==> config.mk <==
export PLATFORM = sky130hd
export DESIGN_NAME = rf_wb_arbiter
export DESIGN_NICKNAME = d
export VERILOG_FILES = /design/src/rtl/rf_ctl_pkg.sv /design/src/rtl/rf_wb_prio.sv /design/src/rtl/rf_wb_arbiter.sv
export SDC_FILE = /design/constraint.sdc
export NUM_CORES = 1
export LEC_CHECK = 0
export BUFFER_PORTS_ARGS = -buffer_cell sky130_fd_sc_hd__buf_2
export CAP_MARGIN = 20
export CORE_ASPECT_RATIO = 1.5
export CORE_MARGIN = 2
export CORE_UTILIZATION = 48
export DETAILED_ROUTE_END_ITERATION = 10
export GPL_TIMING_DRIVEN = 0
export MAX_ROUTING_LAYER = met4
export PLACE_DENSITY = 0.85
export REMOVE_ABC_BUFFERS = 1
export SLEW_MARGIN = 5
export SYNTH_ARGS = -nofsm -noshare
export SYNTH_HDL_FRONTEND = slang
export SYNTH_SLANG_ARGS = --single-unit
==> constraint.sdc <==
create_clock -name clk -period 3.1 [get_ports clk]
set_clock_uncertainty 0.1 [all_clocks]
set_input_delay 0.155 -clock clk [delete_from_list [all_inputs] [get_ports clk]]
set_output_delay 0.155 -clock clk [all_outputs]
set_load 0.02 [all_outputs]
==> src/rtl/rf_ctl_pkg.sv <==
// Shared types and widths for the register-file writeback control path.
// Holds the FSM state enum and the address, data and starvation widths.
package rf_ctl_pkg;

  localparam int AW = 5;
  localparam int DW = 32;
  localparam int SW = 2;

  typedef enum logic {
    ST_INIT,
    ST_RUN
  } rf_state_e;

endpackage

==> src/rtl/rf_wb_prio.sv <==
// Writeback grant logic: mem wins by default, and the ALU is forced through
// once it has been denied STARVE_LIMIT times in a row.
module rf_wb_prio
  import rf_ctl_pkg::*;
#(
  parameter int STARVE_LIMIT = 3
) (
  input  logic          clk,
  input  logic          rst,
  input  logic          run,
  input  logic          alu_valid,
  input  logic          mem_valid,
  output logic          alu_ready,
  output logic          mem_ready,
  output logic [SW-1:0] starve_cnt
);

  localparam logic [SW-1:0] LIM = SW'(STARVE_LIMIT);

  logic force_alu;

  always_comb begin
    force_alu = alu_valid && (starve_cnt == LIM);
    alu_ready = run && alu_valid && (force_alu || !mem_valid);
    mem_ready = run && mem_valid && !alu_ready;
  end

  always_ff @(posedge clk) begin
    if (rst) begin
      starve_cnt <= '0;
    end else if (alu_ready) begin
      starve_cnt <= '0;
    end else if (run && alu_valid && starve_cnt != LIM) begin
      starve_cnt <= starve_cnt + 1'b1;
    end
  end

endmodule

==> src/rtl/rf_wb_arbiter.sv <==
// Register-file writeback arbiter with optional init sequencer.
// Define RF_WB_INIT_SEQ_EN to clear the file and preset SP_INDEX after reset.
module rf_wb_arbiter
  import rf_ctl_pkg::*;
#(
  parameter int          STARVE_LIMIT = 3,
  parameter int          SP_INDEX     = 16,
  parameter logic [31:0] SP_INIT      = 32'h17
) (
  input  logic          clk,
  input  logic          rst,
  input  logic          alu_valid,
  input  logic [AW-1:0] alu_addr,
  input  logic [DW-1:0] alu_data,
  output logic          alu_ready,
  input  logic          mem_valid,
  input  logic [AW-1:0] mem_addr,
  input  logic [DW-1:0] mem_data,
  output logic          mem_ready,
  output logic          we,
  output logic [AW-1:0] rd_addr,
  output logic [DW-1:0] rd_data,
  output logic          init_busy,
  output logic [SW-1:0] starve_cnt
);

  localparam logic [AW-1:0] SPI = AW'(SP_INDEX);

  rf_state_e     state;
  logic [AW-1:0] idx;
  logic          run;
  logic          alu_xfer;
  logic          mem_xfer;
  logic [AW-1:0] w_addr;
  logic [DW-1:0] w_data;

`ifdef RF_WB_INIT_SEQ_EN
  localparam rf_state_e RST_ST = ST_INIT;
  assign init_busy = (state == ST_INIT);
`else
  localparam rf_state_e RST_ST = ST_RUN;
  assign init_busy = 1'b0;
`endif

  assign run = (state == ST_RUN) && !rst;

  rf_wb_prio #(
    .STARVE_LIMIT(STARVE_LIMIT)
  ) u_prio (
    .clk       (clk),
    .rst       (rst),
    .run       (run),
    .alu_valid (alu_valid),
    .mem_valid (mem_valid),
    .alu_ready (alu_ready),
    .mem_ready (mem_ready),
    .starve_cnt(starve_cnt)
  );

  always_comb begin
    alu_xfer = alu_valid && alu_ready;
    mem_xfer = mem_valid && mem_ready;
    w_addr   = alu_xfer ? alu_addr : mem_addr;
    w_data   = alu_xfer ? alu_data : mem_data;
  end

  always_ff @(posedge clk) begin
    if (rst) begin
      state   <= RST_ST;
      idx     <= '0;
      we      <= 1'b0;
      rd_addr <= '0;
      rd_data <= '0;
    end else begin
      unique case (state)
        ST_INIT: begin
          we      <= 1'b1;
          rd_addr <= idx;
          rd_data <= (idx == SPI) ? SP_INIT : '0;
          idx     <= idx + 1'b1;
          if (idx == '1) state <= ST_RUN;
        end
        ST_RUN: begin
          we <= 1'b0;
          // x0 is hardwired: accept the handshake but never write it
          if ((alu_xfer || mem_xfer) && w_addr != '0) begin
            we      <= 1'b1;
            rd_addr <= w_addr;
            rd_data <= w_data;
          end
        end
        default: state <= RST_ST;
      endcase
    end
  end

endmodule

==> flow_summary.json, run 1 <==
{
  "vias": 2360,
  "result_of_the_run": "completed",
  "unrepaired_setup_endpoints_after_global_routing": "false",
  "die_area_um2": 5187,
  "grt_antenna_before_repair": 0,
  "synth_cells": 268,
  "place_area_um2": 2771,
  "floorplan.initialDensity": 0.4961,
  "finalHoldViolations": 0,
  "drc": 0,
  "cts_made_buffers": 5,
  "final_layout_size_suffix_gt1_frac": 0.3803,
  "buffer_ports.inserted": 119,
  "layout_min_cycle_time_ns": 2.866,
  "grt_pass1_vias": 2230,
  "synth-warning-count": 0,
  "fin_total_pwr_uw": 1280,
  "grt_pass1_wl_um": 9432,
  "wl_per_cell_um": 14.11,
  "timing_worst_slew_pin_value_ns": 0.6318,
  "worstReg2RegStart": "state",
  "crit_required_ns": 3.20,
  "synth-async-reset-ratio": 0,
  "ys_seq_area_frac": 0.4156,
  "post_synth_main_area_contributors": "dfxtp_1 42%, nand2_1 9.1%, a311oi_1 8.3%",
  "setup_violations": 0,
  "power.leakage_uw": 0.001409,
  "p_per_area_nw_per_um2": 443.6,
  "gp_congestion": 0.7857,
  "synth_top_area_frac": 0.4156,
  "detail_route.wirelength_um": 5983,
  "yosys_register_bits": 46,
  "worstSetupStartpoint": "state",
  "achievable-frequency_ghz": 0.3489,
  "cts.root.buffer_cell": "clkbuf_8",
  "die_width_um": 59.48,
  "setup.worst_path.start_class": "flip-flop",
  "area.growth.synth_to_final_pct": 30.27,
  "routed_via_density": 5.566,
  "synth_cell_type_count": 41,
  "num_antenna_cells": 0,
  "die_height_um": 87.22,
  "max-slew-margin-rel": 0.5788,
  "dpl.hpwl_um": 4283,
  "timing.max_cap.violations": 0,
  "core.rowCount": 30,
  "clock-sinks": 46,
  "globalRouteOverflowTotal": 0,
  "crit_path_max_fanout": 59,
  "pin_count": 121,
  "floorplan.core_area_um2": 4467,
  "h-tree-depth": 2,
  "worst-setup-path-type": "reg2reg",
  "cts_buffer_depth": 2,
  "detail_route.first_pass.iterations": 4,
  "min_period_over_period": 0.9245,
  "maxSlewViolCount": 0,
  "yosys_most_used_dff": "dfxtp_1",
  "grt_max_degree": 60,
  "netlist_area_um2": 2216,
  "cell_type_with_the_highest_aggregate_area_in_the_netlist": "dfxtp_1",
  "postLayoutCellArea_um2": 2887,
  "setup.worst_path.end_class": "flip-flop",
  "grt.total_usage": 0.2400,
  "synth_enable_flop_cells": 0,
  "ant_nets": 0,
  "nNetsFinal": 458,
  "synthesis.area_per_instance_um2": 8.268,
  "setup_total_negative_slack_ns": 0,
  "clock_insertion_delay_worst_skew_ns": 0.29,
  "critical_path_arrival_ns": 2.97,
  "cts_tree": "built",
  "min_path_type": "in2reg",
  "cts.clk_slew.worst_paths_ns": 0.09,
  "peakVddDrop_uv": 257.8,
  "hold_path_startpoint": "alu_data[21]",
  "detailedRoute.firstIterationViolations": 113
}
[critical path: stages (launching register included)]
cell      delay (ns)
dfxtp_2         0.62
nand2b_2        0.39
nor2_1          0.58
o211a_4         0.66
nor2_1          0.10
a311oi_1        0.27
[sequential cells by signal (all words and copies together) (netlist names)]
name and count:
rd_data 32, idx 5, rd_addr 5, u_prio.starve_cnt 2
state 1, we 1
[repair_timing]
action                                 in CTS  in global routing
hold buffers                                2                  0
endpoints found under the hold margin       2                  0
gates resized for setup                     5                  1
setup buffers                               0                  0
pin swaps                                   0                  0
gates cloned                                0                  0
setup endpoints to repair                  39                 13
[metal layers]
layer / vias to the layer above / GRT usage / routed length, um
li1: 1164 / - / -
met2: 87 / 0.4565 / 3266
met3: 13 / 0.04903 / 357
met5: - / - / 0
met4: 0 / 0.08471 / 93
met1: 1096 / 0.2278 / 2266
[path summary, 6_finish.rpt]
path	to	slack, ns	cells after the start
max	rd_data[26]	0.23	5
min	rd_data[21]	0.02	3
max reg2reg	rd_data[26]	0.23	5
min reg2reg	rd_data[5]	0.38	2
[synth_stat cells (3+ instances only)]
master and number:
mux2_2 8, a211oi_1 4, nand2b_1 3, mux2i_1 8, nor2_1 35, nor3_1 7, nand2_1 54, nand3_1 11
dfxtp_1 46, buf_2 5, clkbuf_1 10, a311oi_1 21, ha_1 4, a21oi_1 14
[metrics by stage]
step | setup slack (ns) | cells | hold slack [ns] | utilization
after floorplan | -0.1739 | 248 | 0.1196 | -
after global placement | -0.9155 | 415 | 0.2818 | 0.6204
after detailed placement | -0.9601 | 415 | 0.2820 | 0.6204
after CTS | 0.1636 | 424 | 0.007032 | 0.6459
after global routing | 0.03093 | 424 | 0.01646 | 0.6462
final | 0.2340 | 424 | 0.01641 | 0.6462
[layout by cell type (no fill, tap or decap), types with 2 or more instances in the layout]
cell type / Yosys / final
dlygate4sd3_1: 0 / 2
dfxtp_1: 46 / 45
and3_1: 2 / 2
inv_1: 2 / 2
buf_2: 5 / 119
nand2_1: 54 / 54
mux2i_1: 8 / 8
xnor2_1: 2 / 2
mux2_2: 8 / 8
nor2b_1: 2 / 2
clkinv_2: 0 / 2
clkbuf_8: 0 / 5
a221o_1: 2 / 2
a21oi_1: 14 / 14
or4_1: 2 / 2
nand3_1: 11 / 11
a311oi_1: 21 / 21
nand2b_1: 3 / 2
ha_1: 4 / 4
nor2_1: 35 / 35
a211oi_1: 4 / 4
o21ai_0: 2 / 2
nor3_1: 7 / 7
o22ai_1: 2 / 2
[power by group]
part | total, uW | switching (uW) | internal, uW
clock | 349 | 197 | 152
sequential | 651 | 19.9 | 631
combinational | 281 | 164 | 117
[logic make-up after synthesis]
group                      Yosys count  share of synthesized area
and+or+nand+nor                    122                     0.2383
buffers and inverters               24                    0.05195
other                                1                   0.001692
muxes                               16                    0.07680
xor gates and xnor gates             3                    0.01186
adders and majority gates            4                    0.02259
AOI/OAI and AO/OA                   52                     0.1813
DFF                                 46                     0.4156
[cell type report]
type	instances	area, um^2
clock inverters	2	10.01
fillers	410	1580
flip-flops and latches	46	922.1
well taps	48	60.06
repair buffers	121	615.6
multi-input cells	198	1192
clock buffers	5	68.82
inverters	4	17.52
(Power assumes the default switching activity.)
==> run 2: changes to the inputs <==
Settings changed: CORE_UTILIZATION 48 to 50, CTS_BUF_LIST set to sky130_fd_sc_hd__clkbuf_4, PLACE_DENSITY 0.85 to 0.88.
==> flow_summary.json, run 2 (synthesized netlist as in run 1, its figures left out) <==
{
  "result_of_the_run": "completed",
  "peakVddDrop_uv": 432.1,
  "p_per_area_nw_per_um2": 403.9,
  "dpl.cell_count": 413,
  "pre_cts_ws_ns": -0.9401,
  "postLayoutSetupSlackWorst_ns": 0.2229,
  "unrepaired_setup_endpoints_after_global_routing": "false",
  "grt_max_degree": 60,
  "die_width_um": 58.36,
  "met1_length_um": 2666,
  "die_height_um": 85.54,
  "cts_made_buffers": 5,
  "worst-setup-path-type": "reg2reg",
  "power.leakage_uw": 0.001583,
  "final_common_cell": "buf_2",
  "crit_required_ns": 3.26,
  "vias": 2644,
  "regToRegSetupSlack_ns": 0.22,
  "crit_path_max_fanout": 30,
  "ant_nets": 0,
  "reg2regPathDepth": 5,
  "achievable-frequency_ghz": 0.3476,
  "timing_worst_slew_pin_value_ns": 0.7444,
  "max-slew-margin-rel": 0.5019,
  "cts.root.buffer_cell": "clkbuf_4",
  "critPathCapture": "rd_data[15]",
  "setup.worst_path.start_class": "flip-flop",
  "setup_violations": 0,
  "registers.top_by_ff_count": "rd_data",
  "worstSetupStartpoint": "state",
  "layout_min_cycle_time_ns": 2.877,
  "final_layout_size_suffix_gt1_frac": 0.3413,
  "gp_congestion": 0.8226,
  "cts_tree": "built",
  "largestRegisters": "rd_data: 32 flops, idx: 5 flops, rd_addr: 5 flops",
  "clock_insertion_delay_worst_skew_ns": 0.36,
  "cts.clk_slew.worst_paths_ns": 0.13,
  "detail_route.first_pass.iterations": 5,
  "grt.total_usage": 0.2915,
  "dpl.hpwl_um": 4072,
  "utilization": 0.7807,
  "nNetsFinal": 501,
  "instances_no_fill": 465,
  "core.rowCount": 29,
  "floorplan.core_area_um2": 4245,
  "met2_wirelength_um": 3776,
  "detail_route.wirelength_um": 7218,
  "floorplan.initialDensity": 0.5220,
  "routed_via_density": 5.686,
  "max_reg_flops": 32,
  "cts_buffer_depth": 2,
  "critical_path_arrival_ns": 3.04,
  "setup.worst_path.end_class": "flip-flop",
  "fin_total_pwr_uw": 1339,
  "clock-sinks": 46,
  "die_area_um2": 4991,
  "grt_pass1_wl_um": 11030,
  "min_path_type": "in2reg",
  "drc": 0,
  "buffer_ports.inserted": 119,
  "h-tree-depth": 2,
  "globalRouteOverflowTotal": 0,
  "finalHoldViolations": 0,
  "top_library_cells_by_usage_in_the_layout_fill_and_taps_aside": "119 x buf_2, 54 x nand2_1, 45 x dfxtp_1",
  "maxSlewViolCount": 0,
  "timing.max_cap.violations": 0,
  "grt_pass1_vias": 2530,
  "setup_total_negative_slack_ns": 0,
  "pin_count": 121,
  "regToRegEndpoint": "rd_data[15]",
  "min_period_over_period": 0.9281,
  "num_antenna_cells": 0,
  "wl_met3_um": 456,
  "worstReg2RegStart": "state",
  "area.growth.synth_to_final_pct": 49.58,
  "wl_per_cell_um": 15.52,
  "cts_setup_buffers": 0,
  "detailedRoute.firstIterationViolations": 142,
  "top_layer": "met4",
  "grt_antenna_before_repair": 0
}
## run 2: changes by cell type in the layout (fill, tap and decap cells not counted), sizes merged
cell	delta
dlygate4sd3	+42
bufinv	+1
clkinv	-1
o211a	+1
## run 2: worst min path at each step
stage,from,endpoint,slack [ns],depth (start not counted)
2_1_floorplan,rst,rd_addr[3],0.12,1
3_3_place_gp,alu_data[7],rd_data[7],0.28,2
3_5_place_dp,alu_data[6],rd_data[6],0.30,2
4_1_cts,alu_data[4],rd_data[4],0.02,3
5_1_grt,alu_data[4],rd_data[4],0.02,3
6_report,alu_data[4],rd_data[4],0.02,3
## run 2: repair_timing
item | 4_1_cts | 5_1_grt
endpoints found under the setup margin | 41 | 15
pin swaps | 0 | 1
hold endpoints to repair | 23 | 0
hold buffers | 44 | 0
gates resized for setup | 5 | 2
gates cloned | 0 | 1
## run 2: per-stage QoR
step | hold WS (ns) | cell area, um^2
after floorplan | 0.1196 | 2116
after global placement | 0.2803 | 2769
after detailed placement | 0.2997 | 2769
after CTS | 0.01720 | 3296
after global routing | 0.02291 | 3314
final | 0.02281 | 3314
## run 2: layer usage
layer | GRT usage | vias to the layer above
met1 | 0.3197 | 1243
met5 | - | -
li1 | - | 1257
met4 | 0.1416 | 0
met2 | 0.5036 | 116
met3 | 0.04072 | 28
## run 2: worst max-delay path, stage by stage, from the launching register on
cell and delay (ns):
dfxtp_2 0.63, nand2b_2 0.40, nor2_1 0.70, o211a_4 0.53
nor2_1 0.10, a311oi_1 0.30
## run 2: where the power goes
part / switching (uW) / internal, uW / leakage [uW]
registers: 21.2 / 631 / 0.000378
clock network: 190 / 163 / 0.0000387
logic: 180 / 153 / 0.00117
total: 391 / 947 / 0.00158
## run 2: area by class of cell
| cell class | instances | area [um^2] |
|---|---|---|
| Timing Repair Buffer | 163 | 1036 |
| Sequential cell | 46 | 922.1 |
| Inverter | 4 | 17.52 |
| Clock buffer | 5 | 37.54 |
| Tap cell | 46 | 57.56 |
| Fill cell | 325 | 930.9 |
| Multi-Input combinational cell | 199 | 1210 |
| Clock inverter | 2 | 33.78 |
==> run 3: changes to the inputs <==
Settings changed: GPL_TIMING_DRIVEN 0 to not set.
==> flow_summary.json, run 3 (synthesized netlist as in run 1, its figures left out) <==
{
  "result_of_the_run": "completed",
  "core.rowCount": 29,
  "ctsHoldBuffers": 44,
  "die_width_um": 58.36,
  "grt_pass1_wl_um": 10920,
  "timing.max_cap.violations": 0,
  "max_reg_flops": 32,
  "top_library_cells_by_usage_in_the_layout_fill_and_taps_aside": "119 x buf_2, 54 x nand2_1, 46 x dfxtp_1",
  "achievable-frequency_ghz": 0.3586,
  "vias": 2555,
  "grt_antenna_before_repair": 0,
  "cts_tree": "built",
  "cts_buffer_depth": 2,
  "dpl.hpwl_um": 4240,
  "detail_route.wirelength_um": 6901,
  "met1_length_um": 2561,
  "ant_nets": 0,
  "critical_path_arrival_ns": 3.00,
  "setup_violations": 0,
  "num_antenna_cells": 0,
  "clock-sinks": 46,
  "clock_insertion_delay_worst_skew_ns": 0.35,
  "cts.clk_slew.worst_paths_ns": 0.13,
  "peakVddDrop_uv": 398.7,
  "grt_pass1_vias": 2465,
  "pin_count": 121,
  "cts_setup_buffers": 0,
  "min_path_type": "in2reg",
  "worst-setup-path-type": "reg2reg",
  "crit_path_max_fanout": 49,
  "postLayoutSetupSlackWorst_ns": 0.3115,
  "grt_max_degree": 60,
  "post_cts_resized": 0,
  "grt.total_usage": 0.2860,
  "wl_met3_um": 391,
  "final_layout_size_suffix_gt1_frac": 0.3474,
  "p_per_area_nw_per_um2": 407.9,
  "registers.top_by_ff_count": "rd_data",
  "detail_route.first_pass.iterations": 4,
  "finalHoldViolations": 0,
  "cts.root.buffer_cell": "clkbuf_4",
  "regToRegSetupSlack_ns": 0.31,
  "met2_wirelength_um": 3731,
  "die_area_um2": 4991,
  "final_common_cell": "buf_2",
  "gp_congestion": 0.8725,
  "detailedRoute.firstIterationViolations": 121,
  "instances_no_fill": 472,
  "cts_made_buffers": 5,
  "top_layer": "met4",
  "floorplan.initialDensity": 0.5220,
  "dpl.cell_count": 419,
  "globalRouteOverflowTotal": 0,
  "buffer_ports.inserted": 119,
  "routed_via_density": 5.413,
  "unrepaired_setup_endpoints_after_global_routing": "false",
  "num-fill-cells": 305,
  "maxSlewViolCount": 0,
  "nNetsFinal": 507,
  "drc": 0,
  "die_height_um": 85.54,
  "power.leakage_uw": 0.001654,
  "min_period_over_period": 0.8995,
  "h-tree-depth": 2,
  "wl_per_cell_um": 14.62,
  "largestRegisters": "rd_data: 32 flops, idx: 5 flops, rd_addr: 5 flops",
  "floorplan.core_area_um2": 4245,
  "crit_required_ns": 3.31,
  "layout_min_cycle_time_ns": 2.789,
  "area.growth.synth_to_final_pct": 51.50,
  "setup.worst_path.start_class": "flip-flop",
  "pre_cts_ws_ns": 0.5495,
  "setup.worst_path.end_class": "flip-flop"
}
## run 3: cell count changes in the layout (fill, tap and decap cells not counted), sizes merged
cell and change:
buf +7, o211a -1, clkbuf +2, inv -1
## run 3: final timing paths
check	start	end	cells after the start
max	u_prio.starve_cnt[0]	rd_data[21]	9
min	alu_data[4]	rd_data[4]	3
max reg2reg	u_prio.starve_cnt[0]	rd_data[21]	9
min reg2reg	rd_data[8]	rd_data[8]	2
## run 3: power by group
group | internal [uW] | total, uW | leakage, uW | switching, uW
combinational | 166 | 344 | 0.00123 | 178
clock | 189 | 373 | 0.0000463 | 184
sequential | 631 | 652 | 0.000379 | 21.1
total | 986 | 1370 | 0.00165 | 383
## run 3: layout make-up
type / instances / area, um^2 / area share
clock buffer: 7 / 52.55 / 0.01565
clock inverter: 1 / 30.03 / 0.008945
inverter: 4 / 15.01 / 0.004473
multi-input combinational: 198 / 1180 / 0.3515
sequential: 46 / 920.9 / 0.2743
tap: 46 / 57.56 / 0.01714
timing repair buffer: 170 / 1101 / 0.3280
## run 3: layer usage
layer	track usage	vias up
met5	-	-
met2	0.5056	105
met3	0.04977	22
li1	-	1259
met4	0.1226	0
met1	0.3041	1169
## run 3: worst max-delay path, stage by stage, from the launching register on
cell           delay, ns
dfxtp_1             0.39
ha_1                0.21
nor2b_1             0.08
or2_2               0.31
clkinv_1            0.07
o211a_2             0.34
buf_12              0.26
nor2_1              0.08
a311oi_1            0.29
dlygate4sd3_1       0.59
## run 3: metrics by stage
| step | total power [uW] | cell area, um^2 | TNS (ns) | hold slack (ns) | utilization |
|---|---|---|---|---|---|
| floorplan | 822.5 | 2116 | -2.839 | 0.1196 | - |
| CTS | 1365 | 3337 | 0 | 0.03011 | 0.7860 |
| global placement | 938.8 | 2814 | 0 | 0.2936 | 0.6628 |
| global route | 1437 | 3357 | 0 | 0.009739 | 0.7907 |
| detailed placement | 945.9 | 2814 | 0 | 0.2927 | 0.6628 |
| finish | 1369 | 3357 | 0 | 0.03151 | 0.7907 |
